## config.mk

```make
export PLATFORM = sky130hd
export DESIGN_NAME = if_id_reg_flat
export DESIGN_NICKNAME = d
export VERILOG_FILES = /design/src/rtl/if_id_reg_if.sv /design/src/rtl/if_id_reg.sv /design/src/flat_wrapper.sv
export SDC_FILE = /design/constraint.sdc
export NUM_CORES = 1
export LEC_CHECK = 0
export CORE_UTILIZATION = 46
export DETAILED_ROUTE_END_ITERATION = 8
export HOLD_SLACK_MARGIN = 0.06
export PLACE_DENSITY = 0.82
export SLEW_MARGIN = 20
export SYNTH_ARGS = -nofsm -noshare
export SYNTH_HDL_FRONTEND = slang
export SYNTH_SLANG_ARGS = --single-unit
```

## constraint.sdc

```tcl
create_clock -name clk -period 2 [get_ports clk]
set_input_delay 0.2 -clock clk [delete_from_list [all_inputs] [get_ports clk]]
set_output_delay 0.2 -clock clk [all_outputs]
set_load 0.03 [all_outputs]
```

## src/rtl/if_id_reg_if.sv

```systemverilog
// Fetch/decode boundary bundle: fetch-side inputs, decode-side outputs and
// the performance counters of the IF/ID pipeline register.
interface if_id_reg_if #(
  parameter int CNT_W = 16
);
  logic [31:0]      F_PC;
  logic [31:0]      F_instr;
  logic             stall;
  logic             flush;
  logic             freezePC;
  logic [31:0]      D_PC;
  logic [31:0]      D_PC8;
  logic [31:0]      D_instr;
  logic             D_valid;
  logic             D_adel;
  logic [CNT_W-1:0] stall_cnt;
  logic [CNT_W-1:0] flush_cnt;
  logic [CNT_W-1:0] issue_cnt;

  // Fetch stage and hazard unit side.
  modport master (
    output F_PC, F_instr, stall, flush,
    input  freezePC, D_PC, D_PC8, D_instr, D_valid, D_adel,
           stall_cnt, flush_cnt, issue_cnt
  );

  // Pipeline register side.
  modport slave (
    input  F_PC, F_instr, stall, flush,
    output freezePC, D_PC, D_PC8, D_instr, D_valid, D_adel,
           stall_cnt, flush_cnt, issue_cnt
  );
endinterface

```

## src/rtl/if_id_reg.sv

```systemverilog
// IF/ID pipeline register with stall hold, flush bubbles, misaligned-PC
// flagging and saturating stall/flush/issue counters.
module if_id_reg #(
  parameter logic [31:0] RESET_PC = 32'h0000_3000,
  parameter int          CNT_W    = 16
) (
  input logic        clk,
  input logic        reset,
  if_id_reg_if.slave bus
);

  logic [31:0]      pc_q;
  logic [31:0]      pc8_q;
  logic [31:0]      instr_q;
  logic             valid_q;
  logic             adel_q;
  logic [CNT_W-1:0] stall_cnt_q;
  logic [CNT_W-1:0] flush_cnt_q;
  logic [CNT_W-1:0] issue_cnt_q;
  logic             misaligned;

  // Fetch freezes in the same cycle decode holds, so no register here.
  assign bus.freezePC = bus.stall;
  assign misaligned   = (bus.F_PC[1:0] != 2'b00);

  always_ff @(posedge clk) begin
    if (!reset) begin
      pc_q        <= RESET_PC;
      pc8_q       <= RESET_PC + 32'd8;
      instr_q     <= 32'h0;
      valid_q     <= 1'b0;
      adel_q      <= 1'b0;
      stall_cnt_q <= '0;
      flush_cnt_q <= '0;
      issue_cnt_q <= '0;
    end else if (bus.stall) begin
      if (stall_cnt_q != '1)
        stall_cnt_q <= stall_cnt_q + 1'b1;
    end else if (bus.flush) begin
      pc_q    <= bus.F_PC;
      pc8_q   <= bus.F_PC + 32'd8;
      instr_q <= 32'h0;
      valid_q <= 1'b0;
      adel_q  <= 1'b0;
      if (flush_cnt_q != '1)
        flush_cnt_q <= flush_cnt_q + 1'b1;
    end else begin
      pc_q  <= bus.F_PC;
      pc8_q <= bus.F_PC + 32'd8;
      if (misaligned) begin
        instr_q <= 32'h0;
        valid_q <= 1'b0;
        adel_q  <= 1'b1;
      end else begin
        instr_q <= bus.F_instr;
        valid_q <= 1'b1;
        adel_q  <= 1'b0;
        if (issue_cnt_q != '1)
          issue_cnt_q <= issue_cnt_q + 1'b1;
      end
    end
  end

  assign bus.D_PC      = pc_q;
  assign bus.D_PC8     = pc8_q;
  assign bus.D_instr   = instr_q;
  assign bus.D_valid   = valid_q;
  assign bus.D_adel    = adel_q;
  assign bus.stall_cnt = stall_cnt_q;
  assign bus.flush_cnt = flush_cnt_q;
  assign bus.issue_cnt = issue_cnt_q;

endmodule

```

## src/flat_wrapper.sv

```systemverilog
// flat-port wrapper written by rule: the top's interface ports become plain ports
module if_id_reg_flat 
#(
  parameter logic [31:0] RESET_PC = 32'h0000_3000,
  parameter int          CNT_W    = 16
)
  (clk, reset, bus_F_PC, bus_F_instr, bus_stall, bus_flush, bus_freezePC, bus_D_PC, bus_D_PC8, bus_D_instr, bus_D_valid, bus_D_adel, bus_stall_cnt, bus_flush_cnt, bus_issue_cnt);
  if_id_reg_if #(.CNT_W(CNT_W)) bus_i ();
  input logic clk;
  input logic reset;
  input wire logic [$bits(bus_i.F_PC)-1:0] bus_F_PC;
  input wire logic [$bits(bus_i.F_instr)-1:0] bus_F_instr;
  input wire logic [$bits(bus_i.stall)-1:0] bus_stall;
  input wire logic [$bits(bus_i.flush)-1:0] bus_flush;
  output wire logic [$bits(bus_i.freezePC)-1:0] bus_freezePC;
  output wire logic [$bits(bus_i.D_PC)-1:0] bus_D_PC;
  output wire logic [$bits(bus_i.D_PC8)-1:0] bus_D_PC8;
  output wire logic [$bits(bus_i.D_instr)-1:0] bus_D_instr;
  output wire logic [$bits(bus_i.D_valid)-1:0] bus_D_valid;
  output wire logic [$bits(bus_i.D_adel)-1:0] bus_D_adel;
  output wire logic [$bits(bus_i.stall_cnt)-1:0] bus_stall_cnt;
  output wire logic [$bits(bus_i.flush_cnt)-1:0] bus_flush_cnt;
  output wire logic [$bits(bus_i.issue_cnt)-1:0] bus_issue_cnt;
  assign bus_i.F_PC = bus_F_PC;
  assign bus_i.F_instr = bus_F_instr;
  assign bus_i.stall = bus_stall;
  assign bus_i.flush = bus_flush;
  assign bus_freezePC = bus_i.freezePC;
  assign bus_D_PC = bus_i.D_PC;
  assign bus_D_PC8 = bus_i.D_PC8;
  assign bus_D_instr = bus_i.D_instr;
  assign bus_D_valid = bus_i.D_valid;
  assign bus_D_adel = bus_i.D_adel;
  assign bus_stall_cnt = bus_i.stall_cnt;
  assign bus_flush_cnt = bus_i.flush_cnt;
  assign bus_issue_cnt = bus_i.issue_cnt;
  if_id_reg #(.RESET_PC(RESET_PC), .CNT_W(CNT_W)) u_core (.clk(clk), .reset(reset), .bus(bus_i));
endmodule
```

Word level (Yosys, flattened, before mapping) --
Cells that the tools add are included.
Word-level totals: bits in registers 146, bits of input ports 68, output and inout bits 147
Operators by class: add/sub/neg operators 4, equal/unequal tests 3, muxes and demuxes 6, bitwise logic cells 3, reduce and logical (&&, ||, !) cells 4
Operator list (number):
- $mux W32 | 2
- $add A16 B1 Y16 const B | 3
- $ne A16 B16 Y1 const B | 3
- $add A32 B4 Y32 const B | 1
- $mux W1 | 4
- $reduce_and A4 Y1 | 1
- $not A1 Y1 | 3
- $reduce_and A3 Y1 | 1
- $reduce_and A2 Y1 | 1
- $reduce_bool A2 Y1 | 1

Longest topological paths before layout --
Gate-level depths: netlist of the first run.
depth in word-level cells 3, gate-level depth with buffers 7

Worst setup path before layout of the first run --
OpenSTA, ideal clock, no wires.
path type reg-to-reg, from reg u_core.issue_cnt_q[0], in the netlist u_core.bus.issue_cnt[0], to reg u_core.issue_cnt_q[11], in the netlist u_core.bus.issue_cnt[11], arrival time 1.895 ns, required time 1.929 ns, setup slack 0.034 ns, stages on the path, launching flop included 7, path buffers 1, path through dfxtp_1 -> ha_1 -> and4_1 -> and3_1 -> clkbuf_1 -> or4_1 -> a21oi_1
On the way: word-level cells in the longest chain between the ends 2, elaborated cells between the ends (all ways) 3
Ends and longest elaborated chain:
- from (decl) | RTL line if_id_reg.sv:19 | logic [CNT_W-1:0] issue_cnt_q;
- from (signal assigned) | RTL line if_id_reg.sv:59 | issue_cnt_q <= issue_cnt_q + 1'b1;
- branches (longest 2 deep; another with $add A16 B1 Y16)
Parallel ways; which one is timed is not known. A chain may end at the register's enable or synchronous reset.

Worst setup path after layout of the first run --
from reg u_core.stall_cnt_q[11], in the netlist u_core.bus.stall_cnt[11], to out bus_stall_cnt[11]
RTL lines:
- from (decl) | RTL line if_id_reg.sv:17 | logic [CNT_W-1:0] stall_cnt_q;
- from (signal assigned) | RTL line if_id_reg.sv:38 | stall_cnt_q <= stall_cnt_q + 1'b1;
- to (decl) | RTL line flat_wrapper.sv:21 | output wire logic [$bits(bus_i.stall_cnt)-1:0] bus_stall_cnt;
No word-level cell between the ends.

==> results.md, run 1 <==
## Route
- 541 — initial DRC count
- 5 — detailed-routing iteration count for the pre-antenna-repair pass
- 0 — Antenna Nets Post-Route
- 16.1 um — Avg WL per Cell
- 0 — number of design rule violations left after detail routing
- 6552 — via count
- 5.63 — average via count per standard cell
- 18.7 mm — total wire length

## Setup path
- 6 — Worst Reg2Reg Path Length in Cells
- u_core.bus.issue_cnt[0]$_SDFFE_PN0P_ — startpoint of the worst-slack reg-to-reg timing path
- 1.59 ns — data arrival time of the critical path
- u_core.bus.issue_cnt[0]$_SDFFE_PN0P_ — terminus of the critical flop-to-flop path
- 0.21 ns — worst setup slack for register-to-register paths
- output port — type of element capturing the critical path
- buffers and inverters — delay-heaviest family, CP
- 8 — critical path peak fanout
- reg2out — worst setup path category
- clkdlybuf4s50_1 — crit path cell chain
- register — startpoint type of the worst setup path
- 1.80 ns — data required time at the worst endpoint
- u_core.bus.stall_cnt[11]$_SDFFE_PN0P_ — launch point of the critical path
- sky130_fd_sc_hd__clkdlybuf4s50_1 — CP max stage cell
- 1 — critical path depth
- 1 — number of buffers and inverters on the critical path
- 0.72 ns — slowest stage delay, CP

## STA
- 62.0% — worst-case headroom to the max-slew limit
- 558 MHz — Max Clock Freq
- no — unrepaired setup endpoints after global routing
- 0 — final number of hold-violating endpoints
- 0.565 ns — Least-Margin Pin Slew
- 0 — final slew viol count
- 0 — number of setup violations in the final report
- 1.79 ns — Final min period
- 89.6% — crit share post-route
- 0 ns — sum of negative setup slack
- 0.00679 ns — Post-Route Skew

## Logic synthesis
- 729 — synthesized netlist cell count
- 8.81 um^2 — mean cell area of the mapped netlist
- sky130_fd_sc_hd__dfxtp_1 — dominant register cell in the synthesized netlist
- 59 — library cells used by synthesis
- 0 — Warnings, synthesis
- 6420 um^2 — Post-Syn Area
- 44.6% — sequential area share after synthesis
- 0 — Post-synth EDFFs
- 801 — number of nets in the synthesized netlist
- 0% — ys async rst share
- 143 — synthesis-stage register bit count

## CTS
- sky130_fd_sc_hd__clkbuf_16 — CTS Root Buffer Type
- 0 — post-CTS setup buffer count
- 4 — number of H-tree levels
- 0.06 ns — clock slew at reported path FFs
- built — CTS tree
- 2 — clock tree buffer depth
- 17 — clock buffers created by TritonCTS
- 0.41 ns — Clk Latency, worst-skew pair
- 0 — count of cells resized by post-cts repair
- 0 — hold_buf cts
- 143 — total clock sinks

## Global routing
- 0 — initial antenna violation count
- 63 — maximum number of pins on one net before global-route repair
- 6039 — via count of the first global-routing pass
- 25.9% — Total Routing Usage GR
- 29.9 mm — global-route wire length before repair
- 0 — residual overflow from global routing

## Pwr
- 0.520 mV — VDD IR max
- 0.00359 uW — Static Leak
- 768 nW/um^2 — power density over the cells
- 7440 uW — Overall Power

## Min path
- in2reg — class of the tightest hold or removal check
- u_core.bus.D_PC8[3]$_SDFFE_PN1N_ — Hold Path End
- reset — startpoint of the lowest-slack hold path
- 2 — hold depth

## Placement
- 214 — port buffer count
- 0.850 — GPL Wtd Cong
- 13.2 mm — total half-perimeter wirelength after legalization and detailed placement

## Floorplan
- 47.9% — Initial Utilization
- 120 um — Die Wd
- 215 — I/O pin count
- 14400 um^2 — die footprint
- 13400 um^2 — Floorplan Core Area
- 42 — floorplan row count
- 120 um — vertical die dimension

## Final layout
- 50.8% — area delta synth->final
- 10.6% — proportion of layout cells with a drive suffix above 1
- 1048 — NumNets Final
- 0 — Antenna diodes

## Run
- 0 — maxcap violations

## Run status
- completed — run status

==> synthesized netlist by cell type (all sizes together) (3+ instances only) <==
master,instances,area (um^2)
or3,9,56.3
xnor2,9,78.8
nand2b,17,106
ha,4,50.1
and3,11,68.8
a31oi,12,75.1
a311oi,5,43.8
xor2,3,26.3
or4,10,75.1
nor2b,5,31.3
a22oi,32,240
nor4,16,149
a211oi,9,67.6
dfxtp,143,2860
mux2i,44,440
o311a,3,30.0
nand3,31,155
o211ai,3,22.5
nand4,20,146
nor2,82,308
o31ai,10,75.1
inv,9,33.8
o21ai,21,105
o41ai,4,35.0
a21oi,49,245
clkbuf,29,109
a41o,3,30.0
and4,12,105
nor3,22,110
buf,21,111
nand2,53,199
==> registers in the layout, indices dropped and copies added, names as in the netlist <==
signal,flops
u_core.bus.issue_cnt,16
u_core.bus.flush_cnt,16
u_core.bus.D_adel,1
u_core.bus.D_PC8,32
u_core.bus.D_valid,1
u_core.bus.D_instr,32
u_core.bus.stall_cnt,16
u_core.bus.D_PC,29
==> area by class of cell <==
| class | instances | area (um^2) |
|---|---|---|
| clock buffer | 22 | 474 |
| multi-input combinational | 526 | 3300 |
| clock inverter | 9 | 158 |
| timing repair buffer | 278 | 2630 |
| sequential | 143 | 2860 |
| inverter | 10 | 38.8 |
| fill | 1030 | 3720 |
| tap | 176 | 220 |
==> layer usage <==
layer  share of wire, %  GRT usage (%)  vias to the layer above
li1                   -              -                     3207
met1                 43           32.6                     3046
met2                 47           42.0                      262
met3                7.0           6.65                       37
met4                2.4           10.5                        0
met5                  0              0                        -
==> worst max-delay path by stage <==
stage / slack, ns / to
after floorplan: 0.03 / u_core.bus.issue_cnt[11]$_SDFFE_PN0P_
after global placement: 0.06 / u_core.bus.D_PC8[27]$_SDFFE_PN0N_
after detailed placement: 0.03 / u_core.bus.D_PC8[27]$_SDFFE_PN0N_
after CTS: 0.19 / bus_stall_cnt[11]
after global routing: 0.06 / u_core.bus.stall_cnt[14]$_SDFFE_PN0P_
final: 0.21 / bus_stall_cnt[11]
==> cells in the final DEF, fill, tap and decap left out, drive strengths merged, types with 20 or more instances in the layout <==
master	Yosys	layout
a21oi	49	49
a22oi	32	32
buf	21	66
clkbuf	29	22
clkdlybuf4s50	0	212
dfxtp	143	143
mux2i	44	44
nand2	53	53
nand3	31	31
nand4	20	20
nor2	82	82
nor3	22	22
o21ai	21	21
==> stage by stage <==
stage | util, % | hold slack (ns) | worst slack [ns] | std cells | area (um^2)
3_5_place_dp | 67.5 | 0.462 | 0.0251 | 1133 | 9050
6_report | 72.2 | 0.146 | 0.208 | 1164 | 9680
2_1_floorplan | - | 0.293 | 0.0343 | 729 | 6420
5_1_grt | 72.2 | 0.137 | 0.0625 | 1164 | 9680
3_3_place_gp | 67.5 | 0.449 | 0.0626 | 1133 | 9050
4_1_cts | 72.2 | 0.131 | 0.191 | 1164 | 9680
==> report_power, final <==
part           internal [uW]  leakage, uW  switching [uW]  total [uW]
Combinational            470      0.00213             566        1040
Sequential              2950      0.00117            68.6        3020
Clock                   2180     0.000302            1200        3380
Total                   5610      0.00359            1830        7440
==> cell families after synthesis <==
kind of cell               count (synthesis)  share of synthesized area (%)
AOI/OAI and AO/OA                        167                           17.2
buffers and inverters                     60                           4.01
adders and majority gates                  4                          0.780
DFF                                      143                           44.6
muxes                                     45                           7.04
and+or+nand+nor                          298                           24.7
xor gates and xnor gates                  12                           1.64
No activity file was read; power rests on OpenSTA's default activity.
==> run 2, diff against run 1 <==
ABC_AREA = 1   (was not set)
CORE_UTILIZATION = 47   (was 46)
==> run 2 against run 1 <==
  * Critical path depth stayed put
  * Maximum frequency is 0.47% lower
  * Design area is 0.62% lower
  * Area after synthesis is 5.1% higher
  * Combinational power is 13% lower
  * Register-to-register slack better by 0.02 ns
  * Clock skew is 0.0042 ns lower
  * Clock-buffer cell count is 3 lower
  * Wire length is 2.1% higher
  * Critical endpoint is now bus_stall_cnt[12]
==> results.md, run 2 <==
## Final layout
- sky130_fd_sc_hd__nand2_1 (355), sky130_fd_sc_hd__clkdlybuf4s50_1 (213), sky130_fd_sc_hd__dfxtp_1 (143) — top library cells by usage in the layout, fill and taps aside
- 42.6% — area delta synth->final
- 1285 — NumNets Final, +23%
- 0 — Antenna diodes, unchanged
- 1405 — Non-Filler Instances, +21%
- 6.45% — proportion of layout cells with a drive suffix above 1, -4.2 points
- sky130_fd_sc_hd__nand2_1 — most frequent standard cell in the layout excluding fill and tap cells
- 1205 — FILL cells, +17%

## CTS
- 0.41 ns — Clk Latency, worst-skew pair, about the same
- built — CTS tree
- sky130_fd_sc_hd__clkbuf_16 — CTS Root Buffer Type
- 2 — clock tree buffer depth, unchanged
- 0.06 ns — clock slew at reported path FFs, about the same
- 17 — clock buffers created by TritonCTS, unchanged
- 143 — total clock sinks, unchanged
- 4 — number of H-tree levels, unchanged
- 0 — hold_buf cts, unchanged

## STA
- 63.6% — worst-case headroom to the max-slew limit, +1.6 points
- 556 MHz — Max Clock Freq, -0.47%
- 0 — final slew viol count, unchanged
- 0.00259 ns — Post-Route Skew, -0.00420 ns
- no — unrepaired setup endpoints after global routing
- 0 — number of setup violations in the final report, unchanged
- 0.200 ns — setup ws final, -0.00841 ns
- 0 — final number of hold-violating endpoints, unchanged
- 1.80 ns — Final min period, +0.00841 ns
- 0 ns — sum of negative setup slack, unchanged
- 90.0% — crit share post-route, +0.42 points
- 0.546 ns — Least-Margin Pin Slew, -0.0191 ns

## Logic synthesis
- 143 — synthesis-stage register bit count, unchanged
- 0 — Post-synth EDFFs, unchanged
- 6750 um^2 — Post-Syn Area, +5.1%
- sky130_fd_sc_hd__dfxtp_1 (42%), sky130_fd_sc_hd__nand2_1 (20%), sky130_fd_sc_hd__a21oi_1 (7.8%) — biggest area contributors in the synthesized netlist
- 0% — ys async rst share, unchanged
- 1009 — synthesized netlist cell count, +38%
- 42.4% — sequential area share after synthesis, -2.2 points
- sky130_fd_sc_hd__nand2_1 — dominant cell by count in the synthesized netlist
- 6.69 um^2 — mean cell area of the mapped netlist, -24%
- sky130_fd_sc_hd__dfxtp_1 — post-synth top area cell
- 42.4% — share of the synthesized area in the top cell type, -2.2 points
- 32 — library cells used by synthesis, -46%
- sky130_fd_sc_hd__dfxtp_1 — dominant register cell in the synthesized netlist
- 0 — Warnings, synthesis, unchanged
- 1081 — number of nets in the synthesized netlist, +35%
- sky130_fd_sc_hd__nand2_1 (355), sky130_fd_sc_hd__dfxtp_1 (143), sky130_fd_sc_hd__nor2_1 (136) — Commonest cells post-synth

## Setup path
- 1 — number of buffers and inverters on the critical path, unchanged
- 0.72 ns — slowest stage delay, CP, about the same
- 1.80 ns — data required time at the worst endpoint, about the same
- 0.23 ns — worst setup slack for register-to-register paths, +0.02 ns
- 1 — critical path depth, unchanged
- sky130_fd_sc_hd__clkdlybuf4s50_1 — CP max stage cell
- u_core.bus.stall_cnt[12]$_SDFFE_PN0P_ — launch point of the critical path
- 6 — critical path peak fanout, -2
- 1.60 ns — data arrival time of the critical path, about the same
- output port — type of element capturing the critical path
- u_core.bus.issue_cnt[2]$_SDFFE_PN0P_ — terminus of the critical flop-to-flop path
- 9 — Worst Reg2Reg Path Length in Cells, +3
- buffers and inverters — delay-heaviest family, CP
- register — startpoint type of the worst setup path
- bus_stall_cnt[12] — last element of the critical path
- u_core.bus.issue_cnt[0]$_SDFFE_PN0P_ — startpoint of the worst-slack reg-to-reg timing path
- clkdlybuf4s50_1 — crit path cell chain
- reg2out — worst setup path category

## Floorplan
- 43 — floorplan row count, +2.4%
- 14800 um^2 — die footprint, +2.8%
- 122 um — vertical die dimension, +1.4%
- 215 — I/O pin count, unchanged
- 48.4% — Initial Utilization, +0.51 points
- 122 um — Die Wd, +1.4%
- 13900 um^2 — Floorplan Core Area, +4.0%

## Placement
- 214 — port buffer count, unchanged
- 13.6 mm — total half-perimeter wirelength after legalization and detailed placement, +2.9%
- 0.0307 ns — worst slack after detailed placement, +0.00559 ns
- 1374 — placed cell count, +21%
- 0.854 — GPL Wtd Cong, +0.48%

## Global routing
- 0 — residual overflow from global routing, unchanged
- 58 — maximum number of pins on one net before global-route repair, -7.9%
- 30.4 mm — global-route wire length before repair, +1.4%
- 6424 — via count of the first global-routing pass, +6.4%
- 0 — initial antenna violation count, unchanged
- 25.8% — Total Routing Usage GR, -0.15 points

## Route
- 428 — initial DRC count, -21%
- 5 — detailed-routing iteration count for the pre-antenna-repair pass, unchanged
- 0 — Antenna Nets Post-Route, unchanged
- 1.48 mm — DR WL met3, +13%
- 19.1 mm — total wire length, +2.1%
- 0 — number of design rule violations left after detail routing, unchanged
- 13.6 um — Avg WL per Cell, -15%
- met4 — highest layer used for signal routing
- 8.20 mm — met1 layer wirelength in the final routing, +1.7%
- 7039 — via count, +7.4%
- 5.01 — average via count per standard cell, -11%
- 9.05 mm — wire length on met2, +2.1%

## Run status
- completed — run status

## Run
- 0 — maxcap violations, unchanged

## Pwr
- 0.00366 uW — Static Leak, +1.9%
- 730 nW/um^2 — power density over the cells, -5.0%
- 0.532 mV — VDD IR max, +2.3%

## Min path
- in2reg — class of the tightest hold or removal check

-- run 2: cell count changes after synthesis, sizes merged, moves of 17 or more --
cell,change
mux2i,-43
nor2,+66
nand2,+305
inv,+53
nand2b,-17
nand3,+23
a21oi,+63
a22oi,-32
-- run 2: metal layers --
layer | vias to the layer above | global-route usage (%)
met3 | 28 | 7.87
met1 | 3142 | 31.2
li1 | 3618 | -
met2 | 251 | 43.0
met4 | 0 | 8.95
met5 | - | 0
-- run 2: repair_timing --
item	CTS	global route
endpoints found under the setup margin	1	0
gates resized for setup	1	0
hold endpoints to repair	0	0
buffers inserted	0	0
-- run 2: area by class of cell --
class / instances / area, um^2 / area share, %
multi-input cells: 755 / 3410 / 35.5
flip-flops and latches: 143 / 2860 / 29.8
repair buffers: 231 / 2290 / 23.8
clock buffers: 19 / 443 / 4.60
inverters: 65 / 245 / 2.55
well taps: 180 / 225 / 2.34
clock inverters: 12 / 138 / 1.43
-- run 2: kinds of logic after synthesis --
logic type / count (synthesis) / synth area share, %
flops: 143 / 42.4
buf+inv: 111 / 7.03
xor+xnor: 19 / 2.47
fa+ha+maj: 4 / 0.742
simple gates: 585 / 35.7
mux: 1 / 0.148
compound gates: 146 / 11.5
-- run 2: through the flow --
step | utilization (%) | area (um^2) | hold WS [ns] | power (uW)
floorplan | - | 6750 | 0.287 | 3530
global placement | 64.8 | 9030 | 0.445 | 3950
detailed placement | 64.8 | 9030 | 0.455 | 3960
CTS | 69.0 | 9620 | 0.116 | 7070
global route | 69.0 | 9620 | 0.131 | 7270
finish | 69.0 | 9620 | 0.127 | 7020
-- run 2: how the worst min path moves through the flow --
stage / from / to / slack, ns / cells past startpoint
final: bus_stall / u_core.bus.D_PC8[2]$_SDFFE_PN0N_ / 0.13 / 3
after detailed placement: u_core.bus.D_PC8[12]$_SDFFE_PN1N_ / u_core.bus.D_PC8[12]$_SDFFE_PN1N_ / 0.45 / 2
after CTS: bus_stall / u_core.bus.D_PC8[2]$_SDFFE_PN0N_ / 0.12 / 3
after global placement: u_core.bus.D_PC[31]$_SDFFE_PN0N_ / u_core.bus.D_PC[31]$_SDFFE_PN0N_ / 0.44 / 2
after global routing: bus_stall / u_core.bus.D_PC8[2]$_SDFFE_PN0N_ / 0.13 / 3
after floorplan: bus_F_PC[23] / u_core.bus.D_PC8[23]$_SDFFE_PN0N_ / 0.29 / 1
-- run 2: where the power goes --
part           leakage [uW]  internal (uW)  switching (uW)
combinational       0.00223            380             526
sequential          0.00117           2940            55.5
clock              0.000268           1870            1250
total               0.00366           5190            1830
